[src/rtl/mem_arbiter.sv]
// Round-robin arbiter sharing one word-wide, fixed-latency memory port between
// instruction fetch (IF) and load/store (LS); one transaction in flight at a time.
module mem_arbiter #(
  parameter int ADDR_WIDTH  = 18,
  parameter int MEM_LATENCY = 1
) (
  input  logic                  clk,
  input  logic                  rst,
  input  logic                  if_req_valid,
  input  logic [31:0]           if_req_addr,
  output logic                  if_req_ready,
  output logic                  if_resp_valid,
  output logic [31:0]           if_resp_data,
  output logic                  if_resp_err,
  input  logic                  ls_req_valid,
  input  logic                  ls_req_we,
  input  logic [31:0]           ls_req_addr,
  input  logic [31:0]           ls_req_wdata,
  input  logic [3:0]            ls_req_wstrb,
  output logic                  ls_req_ready,
  output logic                  ls_resp_valid,
  output logic [31:0]           ls_resp_data,
  output logic                  ls_resp_err,
  output logic                  mem_en,
  output logic                  mem_we,
  output logic [ADDR_WIDTH-1:0] mem_addr,
  output logic [3:0]            mem_wstrb,
  output logic [31:0]           mem_wdata,
  input  logic [31:0]           mem_rdata,
  output logic                  busy
);

  typedef enum logic [1:0] {IDLE, ACCESS, WAIT} state_t;

  localparam logic [3:0] CNT_INIT = 4'(MEM_LATENCY - 1);

  state_t                  state_reg, state_next;
  logic [3:0]              cnt_reg, cnt_next;
  logic                    last_ls_reg;
  logic                    owner_ls_reg;
  logic                    we_reg;
  logic [ADDR_WIDTH-1:0]   addr_reg;
  logic [31:0]             wdata_reg;
  logic [3:0]              wstrb_reg;
  logic                    if_resp_reg, ls_resp_reg, err_reg;
  logic [31:0]             rdata_reg;

  logic                    idle, grant_if, grant_ls, hs_if, hs_ls, hs, aligned;
  logic [31:0]             req_addr;

  // On a tie the requester that did not win last time gets the port.
  assign idle     = (state_reg == IDLE);
  assign grant_if = if_req_valid && (!ls_req_valid || last_ls_reg);
  assign grant_ls = ls_req_valid && (!if_req_valid || !last_ls_reg);
  assign hs_if    = idle && grant_if && !rst;
  assign hs_ls    = idle && grant_ls && !rst;
  assign hs       = hs_if || hs_ls;
  assign req_addr = hs_ls ? ls_req_addr : if_req_addr;
  assign aligned  = (req_addr[1:0] == 2'b00);

  generate
    if (ADDR_WIDTH < 32) begin : g_unused
      logic unused_addr_bits;
      assign unused_addr_bits = ^req_addr[31:ADDR_WIDTH];
    end
  endgenerate

  always_comb begin
    state_next = state_reg;
    cnt_next   = cnt_reg;
    case (state_reg)
      IDLE:    if (hs && aligned) state_next = ACCESS;
      ACCESS: begin
        state_next = WAIT;
        cnt_next   = CNT_INIT;
      end
      WAIT: begin
        if (cnt_reg == 4'd0) state_next = IDLE;
        else                 cnt_next   = cnt_reg - 4'd1;
      end
      default: state_next = IDLE;
    endcase
  end

  always_ff @(posedge clk or posedge rst) begin
    if (rst) begin
      state_reg    <= IDLE;
      cnt_reg      <= 4'd0;
      last_ls_reg  <= 1'b1;
      owner_ls_reg <= 1'b0;
      we_reg       <= 1'b0;
      addr_reg     <= '0;
      wdata_reg    <= 32'h0;
      wstrb_reg    <= 4'h0;
      if_resp_reg  <= 1'b0;
      ls_resp_reg  <= 1'b0;
      err_reg      <= 1'b0;
      rdata_reg    <= 32'h0;
    end else begin
      state_reg   <= state_next;
      cnt_reg     <= cnt_next;
      if_resp_reg <= 1'b0;
      ls_resp_reg <= 1'b0;
      if (hs) begin
        last_ls_reg  <= hs_ls;
        owner_ls_reg <= hs_ls;
        addr_reg     <= req_addr[ADDR_WIDTH-1:0];
        we_reg       <= hs_ls && ls_req_we;
        wdata_reg    <= hs_ls ? ls_req_wdata : 32'h0;
        wstrb_reg    <= hs_ls ? ls_req_wstrb : 4'h0;
        // Misaligned requests never touch memory; they are answered next cycle.
        if (!aligned) begin
          if_resp_reg <= hs_if;
          ls_resp_reg <= hs_ls;
          err_reg     <= 1'b1;
          rdata_reg   <= 32'h0;
        end
      end
      if (state_reg == WAIT && cnt_reg == 4'd0) begin
        if_resp_reg <= !owner_ls_reg;
        ls_resp_reg <= owner_ls_reg;
        err_reg     <= 1'b0;
        rdata_reg   <= we_reg ? 32'h0 : mem_rdata;
      end
    end
  end

  assign if_req_ready  = hs_if;
  assign ls_req_ready  = hs_ls;
  assign if_resp_valid = if_resp_reg;
  assign if_resp_data  = if_resp_reg ? rdata_reg : 32'h0;
  assign if_resp_err   = if_resp_reg && err_reg;
  assign ls_resp_valid = ls_resp_reg;
  assign ls_resp_data  = ls_resp_reg ? rdata_reg : 32'h0;
  assign ls_resp_err   = ls_resp_reg && err_reg;

  // The memory bus is held at zero outside the single strobe cycle.
  assign mem_en    = (state_reg == ACCESS);
  assign mem_we    = mem_en && we_reg;
  assign mem_addr  = mem_en ? addr_reg : '0;
  assign mem_wstrb = (mem_en && we_reg) ? wstrb_reg : 4'h0;
  assign mem_wdata = (mem_en && we_reg) ? wdata_reg : 32'h0;
  assign busy      = !idle;

endmodule

[config.mk]
export PLATFORM = sky130hd
export DESIGN_NAME = mem_arbiter
export DESIGN_NICKNAME = d
export VERILOG_FILES = /design/src/rtl/mem_arbiter.sv
export SDC_FILE = /design/constraint.sdc
export NUM_CORES = 1
export LEC_CHECK = 0
export BUFFER_PORTS_ARGS = -buffer_cell sky130_fd_sc_hd__buf_2
export CORE_MARGIN = 2
export CORE_UTILIZATION = 30
export DETAILED_ROUTE_END_ITERATION = 7
export SYNTH_ARGS = -nofsm -noshare
export SYNTH_HDL_FRONTEND = slang
export SYNTH_SLANG_ARGS = --single-unit
export TNS_END_PERCENT = 30
[constraint.sdc]
create_clock -name clk -period 2.75 [get_ports clk]
set_clock_uncertainty 0.15 [all_clocks]
set_input_delay 0.275 -clock clk [delete_from_list [all_inputs] [get_ports clk]]
set_output_delay 0.275 -clock clk [all_outputs]
set_load 0.03 [all_outputs]
==> flow_metrics.env <==
export IMPL_status="finished, final reports clean"
export IMPL_wl_mm=12.74
export IMPL_design_area_sq_um=6698
export IMPL_power_density_nw_per_um2=554.6
export IMPL_synth_ff_latch_count=98
export IMPL_cp_slowest_cell="dlygate4sd3_1"
export IMPL_synth_fp_nets=564
export IMPL_grt_pass1_wl_mm=19.82
export IMPL_syn2layout_area_growth_pct=43.17
export IMPL_cts_resized=0
export IMPL_cp_top_family="buffers and inverters"
export IMPL_drive_above_1_share_pct=39.31
export IMPL_intPower_uw=2663
export IMPL_finalCritPeriodShare_pct=89.78
export IMPL_drt_first_pass_iters=4
export IMPL_portBuffers=235
export IMPL_period_minus_slack_ns=2.469
export IMPL_seq_area_frac_synth_pct=52.45
export IMPL_leakage_uw=0.003866
export IMPL_fin_util_pct=44.06
export IMPL_max_freq_mhz=405.0
export IMPL_min_path_type="in2reg"
export IMPL_hpwl_mm=8.644
export IMPL_grt_max_degree=57
export IMPL_crit_type="in2out"
export IMPL_route_vias_total=4182
export IMPL_postCtsSetupBuffers=0
export IMPL_clk_latency_ns=0.34
export IMPL_ctsHoldBuffers=41
export IMPL_cp_depth=6
export IMPL_r2r_start="last_ls_reg"
export IMPL_antenna_cells=0
export IMPL_cts_root_buf="clkbuf_16"
export IMPL_cts_made_buffers=9
export IMPL_track_usage_pct=15.11
export IMPL_ys_warn_count=0
export IMPL_max_stage_delay_ns=0.53
export IMPL_ff2ff_setup_slack_ns=0.56
export IMPL_critical_path_buf_inv_count=4
export IMPL_synthArstFlopShare_pct=100.0
export IMPL_finalHoldViolCount=0
export IMPL_synth_edf_count=0
export IMPL_r2r_end="rdata_reg[8]"
export IMPL_initialDrtViolationCount=93
export IMPL_fp_dieW_um=128.9
export IMPL_maxSlewViolCount=0
export IMPL_rsz0062_at_grt="no"
export IMPL_reg2reg_depth=4
export IMPL_dieArea_sq_um=16610
export IMPL_clkPwrFrac_pct=33.7
export IMPL_syn_inst=426
export IMPL_rows=45
export IMPL_grt_pass1_vias=3992
export IMPL_drc=0
export IMPL_cts_tree="done"
export IMPL_synthFlopType="dfrtp_1"
export IMPL_post_drt_wl_per_cell_um=14.48
export IMPL_place_area_sq_um=5993
export IMPL_syn_avg_cell_area_sq_um=10.98
export IMPL_setup_viol=0
export IMPL_cts_sinks=98
export IMPL_regArea_sq_um=2454
export IMPL_die_h_um=128.9
export IMPL_vias_per_cell=4.752
export IMPL_crit_chain="dlygate4sd3_1 -> buf_2 -> nor3_2 -> nand2_1 -> inv_2 -> buf_2"
export IMPL_nets=825
export IMPL_initial_core_util_pct=30.77
export IMPL_crit_end="ls_req_ready"
export IMPL_routabilityCongestion=0.7960
export IMPL_p_sw_uw=1052
export IMPL_antenna_found_initial=0
export IMPL_worst_pin_slew_ns=0.8392
export IMPL_multi_input_area_sq_um=2011
export IMPL_max_cap_violations=0
export IMPL_switching_share_pct=28.32
export IMPL_p_comb_share_pct=18.5
export IMPL_worstSetupStartpointType="primary input"
export IMPL_overflow=0
export IMPL_ant_nets=0
export IMPL_crit_top_cell="buf_2"
export IMPL_cp_required_ns=2.33
export IMPL_crit_path_start="rst"
export IMPL_pin_count=264
export IMPL_clk_pin_slew_worst_paths_ns=0.07
export IMPL_htreeDepth=3
export IMPL_endpoint_kind="output pin"
export IMPL_crit_fanout=22
export IMPL_peakVddDrop_uv=266.9
export IMPL_tns_ns=0
export IMPL_ys_types=39
export IMPL_total_power_uw=3715
export IMPL_syn_area_sq_um=4678
export IMPL_worst_slew_margin_rel_pct=43.93
export IMPL_seqPwrFrac_pct=47.8
export IMPL_fillerInstances=1459
export IMPL_clockBufferDepth=2
export IMPL_worstPathArrival_ns=2.04
export IMPL_core_area_sq_um=15200
## power groups by stage
stage          combinational, uW  clock, uW  sequential, uW
2_1_floorplan                469          0            1750
3_3_place_gp                 633          0            1790
3_5_place_dp                 652          0            1800
4_1_cts                      696       1320            1770
5_1_grt                      758       1370            1800
6_report                     687       1250            1770
## layer usage
layer  wire [um]  track usage (%)  vias up
li1            -                -     2020
met2        5987            25.55      179
met1        5615            18.83     1966
met5           6                0        -
met4         221            6.458        2
met3         908            3.077       15
## area by class of cell
type	count	area share, %
Sequential cell	98	36.63
Multi-Input combinational cell	285	30.02
Timing Repair Buffer	286	25.00
Tap cell	188	3.512
Clock buffer	10	3.419
Clock inverter	6	0.9714
Inverter	7	0.4483
## how the worst min path moves through the flow
| stage | startpoint | endpoint | slack [ns] | depth (start not counted) |
|---|---|---|---|---|
| 2_1_floorplan | mem_rdata[0] | rdata_reg[0] | 0.26 | 1 |
| 3_3_place_gp | rst | addr_reg[4] | 0.28 | 3 |
| 3_5_place_dp | rst | addr_reg[4] | 0.29 | 3 |
| 4_1_cts | ls_req_wdata[15] | wdata_reg[15] | 0.0007 | 2 |
| 5_1_grt | ls_req_wdata[11] | wdata_reg[11] | 0.003 | 2 |
| 6_report | ls_req_wdata[10] | wdata_reg[10] | 0.02 | 2 |
## worst reg2reg max path: cells and delay by family, from the launching register on
kind           cells  cell delay [ns]
AO/OA/AOI/OAI      4             1.43
flip-flops         1             0.55
## logic make-up (layout without fill, tap and decap cells)
kind of cell,after synthesis,count (layout),synth area share (%)
compound gates,100,100,17.36
xor+xnor,2,2,0.3745
fa+ha+maj,1,1,0.2674
buf+inv,43,309,4.814
flops,98,98,52.45
mux,18,18,3.851
simple gates,164,164,20.89
## cell usage after synthesis (2+ instances only)
cell type	instances	area [sq um]
clkbuf_1	17	63.81
buf_6	6	67.56
a22o_1	69	604.3
and2_1	86	538.0
nor2_1	3	11.26
o21ai_0	20	100.1
dfrtp_1	97	2427
o21ai_1	3	15.01
buf_1	2	7.510
and3_1	36	225.2
inv_1	6	22.52
mux2i_1	18	180.2
nand3_1	5	25.02
buf_2	9	45.04
nand2_1	24	90.09
buf_4	2	15.01
## stage by stage
stage,hold slack (ns),instances,setup WS [ns]
after floorplan,0.2647,426,0.8674
after global placement,0.2823,823,0.6020
after detailed placement,0.2933,823,0.5540
after CTS,0.0006522,880,0.2720
after global routing,0.002586,880,0.1816
final,0.01753,880,0.2810
## cells in the final DEF, fill, tap and decap left out, types with 2 or more instances in the layout
| cell | n |
|---|---|
| a22o_1 | 69 |
| and2_1 | 86 |
| and3_1 | 36 |
| buf_2 | 235 |
| buf_4 | 9 |
| clkbuf_16 | 9 |
| clkinv_2 | 2 |
| clkinvlp_4 | 2 |
| dfrtp_1 | 97 |
| dlygate4sd3_1 | 41 |
| inv_1 | 5 |
| inv_6 | 2 |
| mux2i_1 | 18 |
| nand2_1 | 24 |
| nand3_1 | 5 |
| nor2_1 | 3 |
| o21ai_0 | 19 |
| o21ai_1 | 3 |
(Power assumes the default switching activity.)
